### config.mk
export PLATFORM = sky130hd
export DESIGN_NAME = decoder_seq_n
export DESIGN_NICKNAME = d
export VERILOG_FILES = /design/src/rtl/decoder_seq_n.sv
export SDC_FILE = /design/constraint.sdc
export NUM_CORES = 1
export LEC_CHECK = 0
export ABC_AREA = 0
export CAP_MARGIN = 20
export CORE_MARGIN = 4
export CORE_UTILIZATION = 54
export DETAILED_ROUTE_END_ITERATION = 6
export PLACE_DENSITY = 0.84
export REMOVE_ABC_BUFFERS = 1
export SLEW_MARGIN = 20
export SYNTH_ARGS = -nofsm -noshare
export SYNTH_HDL_FRONTEND = slang
export SYNTH_SLANG_ARGS = --single-unit
### constraint.sdc
create_clock -name clk -period 3.3 [get_ports clk]
set_clock_uncertainty 0.1 [all_clocks]
set_input_delay 0.33 -clock clk [delete_from_list [all_inputs] [get_ports clk]]
set_output_delay 0.33 -clock clk [all_outputs]
set_load 0.03 [all_outputs]
### src/rtl/decoder_seq_n.sv
// Registered N-to-2^N one-hot decoder with LEVEL, PULSE (fixed-length strobe)
// and SCAN (rotating sweep) modes. All outputs come straight from flops.
//
// state | meaning
// IDLE  | no timed activity; y is either a LEVEL decode or off
// PULSE | strobe active, cnt counts the remaining hold edges
// SCAN  | rotating one-hot, index advances every enabled edge
module decoder_seq_n #(
  parameter int N         = 3,
  parameter int PULSE_LEN = 4
) (
  input  logic              clk,
  input  logic              rst,
  input  logic              en,
  input  logic [1:0]        mode,
  input  logic              load,
  input  logic [N-1:0]      a,
  output logic [2**N-1:0]   y,
  output logic              busy,
  output logic [N-1:0]      idx
);

  localparam int OW = 2**N;
  localparam int CW = $clog2(PULSE_LEN) + 1;
  localparam logic [CW-1:0] CNT_LOAD = CW'(PULSE_LEN - 1);

  localparam logic [1:0] M_LEVEL = 2'b00;
  localparam logic [1:0] M_PULSE = 2'b01;
  localparam logic [1:0] M_SCAN  = 2'b10;

  typedef enum logic [1:0] {IDLE, PULSE, SCAN} state_t;

  state_t          state_q, state_d, state_eff;
  logic [OW-1:0]   y_q, y_d;
  logic [N-1:0]    idx_q, idx_d, idx_inc;
  logic [CW-1:0]   cnt_q, cnt_d;

  function automatic logic [OW-1:0] onehot(input logic [N-1:0] sel);
    onehot      = '0;
    onehot[sel] = 1'b1;
  endfunction

  assign idx_inc = idx_q + 1'b1;

  always_ff @(posedge clk or posedge rst) begin
    if (rst) begin
      state_q <= IDLE;
      y_q     <= '0;
      idx_q   <= '0;
      cnt_q   <= '0;
    end else begin
      state_q <= state_d;
      y_q     <= y_d;
      idx_q   <= idx_d;
      cnt_q   <= cnt_d;
    end
  end

  always_comb begin
    state_d = state_q;
    y_d     = y_q;
    idx_d   = idx_q;
    cnt_d   = cnt_q;

    // A busy state only survives while the mode that owns it is still selected;
    // otherwise the new mode's rules are applied as if starting from IDLE.
    state_eff = state_q;
    if (state_q == PULSE && mode != M_PULSE) state_eff = IDLE;
    if (state_q == SCAN  && mode != M_SCAN)  state_eff = IDLE;

    if (!en) begin
      y_d     = '0;
      state_d = IDLE;
      cnt_d   = '0;
    end else begin
      case (mode)
        M_LEVEL: begin
          idx_d   = a;
          y_d     = onehot(a);
          state_d = IDLE;
          cnt_d   = '0;
        end
        M_PULSE: begin
          if (load) begin
            idx_d   = a;
            y_d     = onehot(a);
            cnt_d   = CNT_LOAD;
            state_d = PULSE;
          end else if (state_eff == PULSE) begin
            if (cnt_q != '0) begin
              cnt_d = cnt_q - 1'b1;
            end else begin
              y_d     = '0;
              state_d = IDLE;
            end
          end else begin
            y_d     = '0;
            state_d = IDLE;
            cnt_d   = '0;
          end
        end
        M_SCAN: begin
          cnt_d = '0;
          if (load) begin
            idx_d   = a;
            y_d     = onehot(a);
            state_d = SCAN;
          end else if (state_eff == SCAN) begin
            idx_d = idx_inc;
            y_d   = onehot(idx_inc);
          end else begin
            y_d     = '0;
            state_d = IDLE;
          end
        end
        default: begin
          y_d     = '0;
          state_d = IDLE;
          cnt_d   = '0;
        end
      endcase
    end
  end

  assign y    = y_q;
  assign idx  = idx_q;
  assign busy = (state_q != IDLE);

endmodule
==> flow_summary.json <==
{
  "antenna_found_initial": 0,
  "r2r_slack_ns": 1.45,
  "clkSinkCount": 16,
  "path_max_fanout": 12,
  "overflow": 0,
  "period_minus_slack_ns": 2.30,
  "globalplace.congestion": 0.899,
  "cts_resized": 0,
  "diodes": 0,
  "power_switching_w": 0.000192,
  "cp-end-kind": "register",
  "pwr-share-seq": 0.416,
  "worst_setup_path_start_kind": "input port",
  "crit_slowest_cell": "nor4_4",
  "ff2ff_path_depth": 6,
  "routed_wl_microns": 2110,
  "timing.rr.end": "y[3]",
  "rows": 15,
  "placed_area_sq_mm": 0.00126,
  "cp-startpoint": "mode[1]",
  "ir_drop_uv": 328,
  "met3_length_microns": 120,
  "slew_headroom": 0.588,
  "grtUsageTotal": 0.194,
  "powerDensity_mw_per_mm2": 422,
  "clkTransAtPathRegs_ns": 0.09,
  "setup-tns-final_ns": 0,
  "topRoutingLayerUsed": "met4",
  "die_x_microns": 51.8,
  "yosysMostFrequentCell": "dfrtp_1",
  "ant_nets": 0,
  "drc_errors": 0,
  "worstMarginPinSlew_ns": 0.614,
  "drive_above_1_share": 0.133,
  "htreeDepth": 1,
  "post-route-util": 0.735,
  "postCtsHoldBufs": 0,
  "synth_warnings": 0,
  "dp_cells": 149,
  "crit_end": "y[3]",
  "cts_buffers": 3,
  "clock_path_buffers": 2,
  "fin_area_sq_mm": 0.00130,
  "setup_viol": 0,
  "max_stage_delay_ns": 0.60,
  "yosysTopAreaCell": "dfrtp_1",
  "clk_latency_ns": 0.29,
  "yosys-top-cells-count": "16 x dfrtp_1, 13 x nand2_1, 8 x inv_1",
  "cp_data_arrival_time_ns": 2.39,
  "dieArea_sq_mm": 0.00268,
  "rsz0062_at_grt": "no",
  "post-route-period-util": 0.697,
  "post_cts_buffers": 0,
  "syn_inst": 105,
  "die_y_microns": 51.8,
  "yosysSeqAreaShare": 0.386,
  "synth_seq_cells": 16,
  "finalHoldViolations": 0,
  "leakagePower_nw": 0.551,
  "p_sw_frac": 0.351,
  "final_cells": 153,
  "layout-area-overhead-vs-synth_pct": 25.1,
  "cap_violations": 0,
  "syn_area_per_cell_sq_um": 9.87,
  "synth_ff_type": "dfrtp_1",
  "vias": 869,
  "synth_area_sq_mm": 0.00104,
  "port_buffers": 20,
  "crit_cells": 7,
  "critical_path_class": "in2reg",
  "cts_tree": "yes",
  "final_nets": 145,
  "grt_pass1_wl_microns": 3730,
  "cp_top_family": "simple AND/OR/NAND/NOR gates",
  "yosys-top-cells-area": "dfrtp_1 39%, ha_1 8.5%, nand2_1 4.7%, a22o_1 3.4%, a32oi_1 3.4%",
  "ys_types": 38,
  "required_ns": 3.39,
  "r2r_start": "cnt_q[0]",
  "grt_pass1_vias": 879,
  "initial_utilization": 0.587,
  "root_buffer": "clkbuf_4",
  "synth-edff-count": 0,
  "drt-initial-drc-count": 16,
  "power.internal_w": 0.000355,
  "power_frac_comb": 0.345,
  "hp-class": "in2async",
  "fmaxAchievable_mhz": 435,
  "status": "finished, final reports clean",
  "async_flop_share": 1.00,
  "cp_cell_sequence": "clkdlybuf4s50_1 > inv_1 > ha_1 > nand2_2 > nor4_4 > nor3b_1 > a22o_1",
  "dr.pass1.iters": 4,
  "clkPwrFrac": 0.239,
  "core_sq_mm": 0.00176,
  "wl_per_cell_microns": 13.8,
  "ios": 21,
  "synth_top_area_share": 0.386,
  "path_buf_inv": 2,
  "slew_violations": 0,
  "wl_met2_microns": 1020,
  "via_per_inst": 5.68,
  "grt_max_degree": 17,
  "wl_met1_microns": 892
}
[cells in the final DEF (no fill, tap or decap), types with 2 or more instances in the layout]
cell and instances:
dfrtp_1 16, a22o_1 4, inv_1 8, nor2b_2 2
nor2b_1 2, clkdlybuf4s50_1 20, nand2_1 13, nand2b_1 3
a21oi_1 4, o32ai_1 4, a32oi_1 4, clkbuf_4 3
a31oi_1 2, xor2_1 2, xnor2_1 2, o21ai_0 5
ha_1 7, nor2_1 5
[worst min-delay path by stage]
stage | from | to
after global routing | rst | cnt_q[0]
after floorplan | rst | cnt_q[0]
final | rst | cnt_q[2]
after detailed placement | y[1] | y[1]
after CTS | rst | cnt_q[0]
after global placement | y[1] | y[1]
[routing by layer]
metal	global-route usage	vias to the layer above
li1	-	439
met1	0.219	396
met2	0.320	28
met3	0.0458	6
met4	0.135	0
met5	0	-
[power groups by stage]
stage          clock, W  sequential, W  combinational (W)
6_report       0.000131       0.000228           0.000189
5_1_grt        0.000146       0.000231           0.000208
4_1_cts        0.000134       0.000227           0.000189
3_5_place_dp          0       0.000231           0.000189
3_3_place_gp          0       0.000230           0.000184
2_1_floorplan         0       0.000252           0.000105
[stage by stage]
step                      power [W]  hold WS (ns)  setup WS (ns)
after CTS                  0.000550         0.319           1.01
final                      0.000547         0.300           1.00
after detailed placement   0.000420         0.372          0.699
after floorplan            0.000358         0.144           1.45
after global routing       0.000585         0.350          0.858
after global placement     0.000414         0.374          0.848
[final cells by class]
class                           instances  area, sq um
Clock buffer                            4         36.3
Fill cell                             149          468
Inverter                                9         33.8
Multi-Input combinational cell         79          594
Sequential cell                        16          400
Tap cell                               25         31.3
Timing Repair Buffer                   20          200
[kinds of logic after synthesis]
group,after synthesis,share of synthesized area
AOI/OAI and AO/OA,32,0.258
xor gates and xnor gates,4,0.0338
adders and majority gates,7,0.0845
buffers and inverters,10,0.0399
DFF,16,0.386
and+or+nand+nor,36,0.197
[registers in the layout (all words and copies together) (netlist names)]
signal / count
idx: 3
cnt_q: 3
state_q: 2
y: 8
Power figures use the tool's default switching activity.
